===== src/rtl/pwm_pkg.sv =====
// Shared constants and helpers for the PWM output peripheral.
package pwm_pkg;

    localparam int unsigned PWM_CNT_W = 8;
    localparam logic [PWM_CNT_W-1:0] DUTY_FULL = 8'hFF;
    localparam int unsigned NUM_PINS  = 16;

    typedef logic [NUM_PINS-1:0] pin_vec_t;

    // Prescaler register width; a single bit is kept even when CLK_DIV is 1.
    function automatic int unsigned presc_width(input int unsigned div);
        return (div <= 1) ? 1 : $clog2(div);
    endfunction

endpackage


===== src/rtl/pwm_timebase.sv =====
// Prescaler plus 8-bit PWM counter; flags each counter step and the period wrap.
module pwm_timebase
    import pwm_pkg::*;
#(
    parameter int unsigned CLK_DIV = 12
) (
    input  logic                 clk,
    input  logic                 rst,
    output logic                 o_tick,
    output logic [PWM_CNT_W-1:0] o_pwm_cnt,
    output logic                 o_wrap
);

    localparam int unsigned        PRESC_W   = presc_width(CLK_DIV);
    localparam logic [PRESC_W-1:0] PRESC_MAX = PRESC_W'(CLK_DIV - 1);

    logic [PRESC_W-1:0]   r_presc;
    logic [PWM_CNT_W-1:0] r_cnt;
    logic                 w_tick;

    assign w_tick = (r_presc == PRESC_MAX);

    always_ff @(posedge clk or posedge rst) begin
        if (rst) begin
            r_presc <= '0;
            r_cnt   <= '0;
        end else if (w_tick) begin
            r_presc <= '0;
            r_cnt   <= r_cnt + PWM_CNT_W'(1);
        end else begin
            r_presc <= r_presc + PRESC_W'(1);
        end
    end

    assign o_tick    = w_tick;
    assign o_pwm_cnt = r_cnt;
    assign o_wrap    = w_tick && (r_cnt == '1);

endmodule


===== src/rtl/pwm_peripheral.sv =====
// Drives 16 pins as low, high or a shared PWM waveform whose duty is
// double-buffered and only reloaded at the period boundary.
module pwm_peripheral
    import pwm_pkg::*;
#(
    parameter int unsigned CLK_DIV = 12
) (
    input  logic                clk,
    input  logic                rst,
    input  logic [7:0]          en_reg_out_7_0,
    input  logic [7:0]          en_reg_out_15_8,
    input  logic [7:0]          en_reg_pwm_7_0,
    input  logic [7:0]          en_reg_pwm_15_8,
    input  logic [7:0]          pwm_duty_cycle,
    output logic [NUM_PINS-1:0] pwm_out,
    output logic                period_start
);

    pin_vec_t             w_en_out;
    pin_vec_t             w_en_pwm;
    pin_vec_t             r_pwm_out;
    logic [PWM_CNT_W-1:0] w_pwm_cnt;
    logic [PWM_CNT_W-1:0] r_duty_shadow;
    logic                 r_period_start;
    logic                 w_tick;
    logic                 w_wrap;
    logic                 w_load;
    logic                 w_pwm_sig;

    pwm_timebase #(
        .CLK_DIV(CLK_DIV)
    ) u_timebase (
        .clk      (clk),
        .rst      (rst),
        .o_tick   (w_tick),
        .o_pwm_cnt(w_pwm_cnt),
        .o_wrap   (w_wrap)
    );

    assign w_en_out  = {en_reg_out_15_8, en_reg_out_7_0};
    assign w_en_pwm  = {en_reg_pwm_15_8, en_reg_pwm_7_0};
    assign w_load    = w_tick && w_wrap;
    assign w_pwm_sig = (r_duty_shadow == DUTY_FULL) || (w_pwm_cnt < r_duty_shadow);

    // Output enable dominates; a PWM-mode pin follows the waveform, otherwise it is held high.
    always_ff @(posedge clk or posedge rst) begin
        if (rst) begin
            r_duty_shadow  <= '0;
            r_period_start <= 1'b0;
            r_pwm_out      <= '0;
        end else begin
            r_period_start <= w_load;
            if (w_load) begin
                r_duty_shadow <= pwm_duty_cycle;
            end
            r_pwm_out <= w_en_out & (~w_en_pwm | {NUM_PINS{w_pwm_sig}});
        end
    end

    assign pwm_out      = r_pwm_out;
    assign period_start = r_period_start;

endmodule

===== config.mk =====
export PLATFORM = sky130hd
export DESIGN_NAME = pwm_peripheral
export DESIGN_NICKNAME = d
export VERILOG_FILES = /design/src/rtl/pwm_pkg.sv /design/src/rtl/pwm_timebase.sv /design/src/rtl/pwm_peripheral.sv
export SDC_FILE = /design/constraint.sdc
export NUM_CORES = 1
export LEC_CHECK = 0
export CORE_ASPECT_RATIO = 0.5
export CORE_MARGIN = 4
export CORE_UTILIZATION = 39
export CTS_CLUSTER_SIZE = 40
export DETAILED_ROUTE_END_ITERATION = 8
export PLACE_DENSITY = 0.74
export SKIP_CTS_REPAIR_TIMING = 1
export SKIP_LAST_GASP = 1
export SYNTH_ARGS = -nofsm -noshare
export SYNTH_HDL_FRONTEND = slang
export SYNTH_SLANG_ARGS = --single-unit

===== constraint.sdc =====
create_clock -name clk -period 1.9 [get_ports clk]
set_input_delay 0.19 -clock clk [delete_from_list [all_inputs] [get_ports clk]]
set_output_delay 0.19 -clock clk [all_outputs]
set_load 0.005 [all_outputs]

# Word level (Yosys, flattened, before mapping)
# Cells that the tools add are included.
[op_classes] addsub=2 multipliers=0 n_div=0 order_cmp=1 n_eq_ne=3 n_shift=0 mux=1 bitwise=3 reduce_logical=3
[op_table] cell="$and 16x16->16" n=1
[op_table] cell="$eq 8x8->1 const B" n=2
[op_table] cell="$not 16->16" n=1
[op_table] cell="$or 16x16->16" n=1
[op_table] cell="$add 8x1->8 const B" n=1
[op_table] cell="$lt 8x8->1" n=1
[op_table] cell="$add 4x1->4 const B" n=1
[op_table] cell="$eq 4x4->1 const B" n=1
[op_table] cell="$mux 4" n=1
[op_table] cell="$logic_and 1x1->1" n=2
[op_table] cell="$logic_or 1x1->1" n=1
[word_totals] reg_bits=37 latchBits=0 mem_bits_rw=0 mem_bits_ro=0 input_bits=42 output_inout_bits=17 word_cells=18 n_memories=0

# Logic depth before layout (Yosys ltp)
[depth] depth_word=4 ltp_mapped=7 mapped_depth_nobuf=6

# Cells and area by module
# A second synthesis with hierarchy kept.
[unflattened] hier_cells=133 hier_area_um2=1651.6
[by_module_without_submodules] module="pwm_peripheral" n_inst=1 cells_per_inst=88 area_per_inst_um2=1103.6 seq_area_each_um2=625.6
[by_module_without_submodules] module="pwm_timebase" n_inst=1 cells_per_inst=45 area_per_inst_um2=548.0 seq_area_each_um2=300.3

# Worst setup path after synthesis
# OpenSTA, ideal clock, no wires.
[synth_path] kind="reg-to-reg" from="register u_timebase.r_cnt[6] (netlist: u_timebase.o_pwm_cnt[6])" to="register r_pwm_out[10] (netlist: pwm_out[10])" setup_ns=0.127 t_arrival_ns=1.605 required_ns=1.773 slack_ns=0.168 path_stages_with_launch=7 path_buffers=1 period_less_slack_ns=1.732 path_cell_list="dfrtp_1 ha_1 and4_1 o21ai_0 o32ai_2 buf_6 a21boi_0"
[synth_via] elab_chain_len=4
[synth_rtl] element="start, declared" line_no="pwm_timebase.sv:18" source="logic [PWM_CNT_W-1:0] r_cnt;"
[synth_rtl] element="start signal, assigned" line_no="pwm_timebase.sv:29" source="r_cnt <= r_cnt + PWM_CNT_W'(1);"
[synth_rtl] element="$lt 8x8->1" line_no="pwm_peripheral.sv:43" source="assign w_pwm_sig = (r_duty_shadow == DUTY_FULL) || (w_pwm_cnt < r_duty_shadow);"
[synth_rtl] element="$logic_or 1x1->1" line_no="pwm_peripheral.sv:43"
[synth_rtl] element="$or 16x16->16" line_no="pwm_peripheral.sv:56" source="r_pwm_out <= w_en_out & (~w_en_pwm | {NUM_PINS{w_pwm_sig}});"
[synth_rtl] element="$and 16x16->16" line_no="pwm_peripheral.sv:56"
[synth_rtl] element="end signal, assigned" line_no="pwm_peripheral.sv:56"
[synth_rtl] element="end, declared" line_no="pwm_peripheral.sv:21" source="pin_vec_t r_pwm_out;"
# Every way passes these cells.
# A chain may end at the register's enable or synchronous reset.

# Final worst setup path
[layout_path] from="register u_timebase.r_cnt[7] (netlist: u_timebase.o_pwm_cnt[7])" to="register r_pwm_out[15] (netlist: pwm_out[15])"
# The elaborated chain is that of the path after synthesis.

==> results.toml <==
[cts]
clkLatencyLatePin_ns = 0.29
cts_max_level = 2
cts.sinks = 37
clock_path_buffers = 2
cts-buffers-inserted = 5
clkTransAtPathRegs_ns = 0.08
cts_root_buf = "clkbuf_8"
cts_tree = "done"

[sta]
min_period_ns = 1.79
hold_viol_final = 0
maxSlewViolCount = 0
fin_worst_skew_ns = 0.00684
slew_headroom_pct = 69.3
period_share_pct = 94.0
setup_viol = 0
max_freq_mhz = 560
fin_tns_setup_ns = 0
worstMarginPinSlew_ns = 0.461
rsz0062_at_grt = "no"

[drt]
route.detailed.drc = 0
wl_met2_um = 1880
drtIter0Drc = 15
wl_per_cell_um = 14.5
drt-met1-wl_um = 1470
vias = 1143
dr_wl_met3_um = 186
top_layer = "met4"
drtAntennaViolNets = 0
first_pass_iters = 4
viasPerCell = 4.63
totalWireLength_um = 3590

[cells_and_area]
area_growth_pct = 50.3
n_fill_cell = 331
area.sequential_um2 = 926
design_area_mm2 = 0.00241
antennaDiodeCount = 0
drive_gt1_share_pct = 15.5
multiInputGateArea_um2 = 639
fin_nets = 243

[synth]
synth_nets = 172
synthCells = 121
netlist_area_mm2 = 0.00161
yosys_warnings = 0
seq_area_frac_synth_pct = 57.7
yosysUniqueCellTypes = 27
synth_seq_cells = 37
avgSynthCellArea_um2 = 13.3

[placement]
placed_cell_area_mm2 = 0.00226
routabilityCongestion = 0.767
port-buffer-count = 58
hpwl_um = 2730

[power]
p_switching_uw = 343
leakagePower_nw = 1.11
power_density_mw_per_mm2 = 669
netSwitchingFraction_pct = 21.2
p_int_mw = 1.27
peakVddDrop_mv = 0.361
p_total_mw = 1.61
combPwrFrac_pct = 11.5
clock_power_share_pct = 37.4
p_seq_share_pct = 51.1

[floorplanning]
initial_core_util_pct = 40.9
io_pins = 59
dieArea_mm2 = 0.00527
design.core.area_mm2 = 0.00392
die_h_um = 53.4
fp.dieW_um = 98.7
rows = 16

[worst_setup_path]
cp_max_fo = 8
cp-startpoint = "u_timebase.o_pwm_cnt[7]$_DFFE_PP0P_"
critPathKind = "reg -> reg"
worstRegToRegCells = 6
r2r-end = "pwm_out[15]$_DFF_PP0_"
worst_ep_required_time_ns = 2.07
crit_arrival_ns = 1.95
start_kind = "flop"
end_kind = "flop"
reg2reg_from = "u_timebase.o_pwm_cnt[7]$_DFFE_PP0P_"
r2r_setup_slack_ns = 0.11

[global_route]
grt_pass1_vias = 1267
grt_max_degree = 38
antenna_found_initial = 0
track_usage_pct = 14.9
grt_overflow = 0
grt_pass1_wl_um = 5840

[flow_run]
cap_viol_max_count = 0

[run_status]
status = "finished, final reports clean"

[min_path]
hold_path.class = "in -> async"
[how the worst max path moves through the flow]
stage	endpoint	slack [ns]	cells past startpoint
floorplan	pwm_out[10]$_DFF_PP0_	0.17	6
global placement	pwm_out[7]$_DFF_PP0_	0.17	6
CTS	pwm_out[4]$_DFF_PP0_	0.13	6
finish	pwm_out[15]$_DFF_PP0_	0.11	6
global route	pwm_out[4]$_DFF_PP0_	0.03	7
detailed placement	pwm_out[13]$_DFF_PP0_	0.14	6
[layout by cell type (no fill, tap or decap)]
| cell | count |
|---|---|
| xor2_1 | 3 |
| nand4_4 | 1 |
| or2b_1 | 1 |
| buf_6 | 1 |
| ha_4 | 1 |
| o21a_1 | 1 |
| nor2_1 | 5 |
| and3_4 | 1 |
| a41o_1 | 1 |
| and3b_1 | 1 |
| nand2b_1 | 2 |
| a21boi_0 | 16 |
| and4_1 | 1 |
| a2111oi_4 | 1 |
| o32ai_2 | 1 |
| o21ai_0 | 2 |
| dfrtp_1 | 37 |
| buf_4 | 7 |
| ha_1 | 8 |
| nand4_1 | 3 |
| mux2_2 | 9 |
| o21ai_1 | 1 |
| a21oi_1 | 1 |
| and3_1 | 1 |
| clkinv_2 | 1 |
| clkdlybuf4s50_1 | 58 |
| clkbuf_8 | 7 |
| inv_1 | 9 |
| nand2_1 | 5 |
| xnor2_1 | 4 |
| a21o_1 | 1 |
| nand3_1 | 2 |
[power by group through the flow]
stage	combinational (mW)	clock, mW	sequential, mW
after floorplan	0.0484	0	0.840
after global placement	0.178	0	0.841
after detailed placement	0.183	0	0.842
after CTS	0.184	0.611	0.827
after global routing	0.203	0.636	0.829
final	0.186	0.603	0.826
[flip-flops by register name, indices dropped and copies added (netlist names)]
signal,count
period_start,1
u_timebase.o_pwm_cnt,8
r_duty_shadow,8
pwm_out,16
u_timebase.r_presc,4
[Yosys cell counts]
| cell type | count | area, um^2 |
|---|---|---|
| dfrtp_1 | 37 | 926 |
| a21boi_0 | 16 | 120 |
| ha_1 | 9 | 113 |
| inv_1 | 9 | 33.8 |
| mux2_2 | 9 | 101 |
| nand2_1 | 5 | 18.8 |
| nor2_1 | 5 | 18.8 |
| xnor2_1 | 4 | 35.0 |
| nand4_1 | 3 | 18.8 |
| o21ai_0 | 3 | 15.0 |
| xor2_1 | 3 | 26.3 |
| nand2b_1 | 2 | 12.5 |
| nand3_1 | 2 | 10.0 |
| a2111oi_4 | 1 | 27.5 |
| a21o_1 | 1 | 7.51 |
| a21oi_1 | 1 | 5.00 |
| a41o_1 | 1 | 10.0 |
| and3_1 | 1 | 6.26 |
| and3_4 | 1 | 11.3 |
| and3b_1 | 1 | 8.76 |
| and4_1 | 1 | 8.76 |
| buf_4 | 1 | 7.51 |
| buf_6 | 1 | 11.3 |
| nand4_4 | 1 | 21.3 |
| o21a_1 | 1 | 7.51 |
| o32ai_2 | 1 | 16.3 |
| or2b_1 | 1 | 7.51 |
[cell type report]
| class | instances | area share (%) |
|---|---|---|
| sequential | 37 | 38.4 |
| inverter | 9 | 1.40 |
| multi-input combinational | 73 | 26.5 |
| tap | 54 | 2.80 |
| clock inverter | 1 | 0.207 |
| timing repair buffer | 66 | 26.7 |
| clock buffer | 7 | 3.99 |
[per-stage QoR]
stage	util, %	hold WS (ns)	worst slack [ns]	instances
after CTS	60.3	0.324	0.127	243
after floorplan	-	0.292	0.168	121
after detailed placement	57.7	0.461	0.137	235
after global placement	57.7	0.450	0.171	235
final	61.5	0.309	0.114	247
after global routing	61.5	0.350	0.0321	247
[cells by family after synthesis]
kind of cell | Yosys count | share of synthesized area, %
flip-flops | 37 | 57.7
multiplexers | 9 | 6.31
adder cells (fa/ha/maj) | 9 | 7.01
AO/OA/AOI/OAI | 25 | 13.0
AND/OR/NAND/NOR | 23 | 8.89
buffers and inverters | 11 | 3.27
XOR/XNOR | 7 | 3.82
[layer usage]
metal | vias up | track usage, %
li1 | 560 | -
met1 | 548 | 14.9
met2 | 27 | 29.3
met3 | 8 | 4.61
met4 | 0 | 6.58
met5 | - | 0
[worst max-delay path: stages, from the launching register on]
cell,delay [ns]
dfrtp_1,0.42
ha_1,0.32
and4_1,0.19
o21ai_1,0.07
o32ai_2,0.35
buf_4,0.22
a21boi_0,0.09
(Power assumes the default switching activity.)
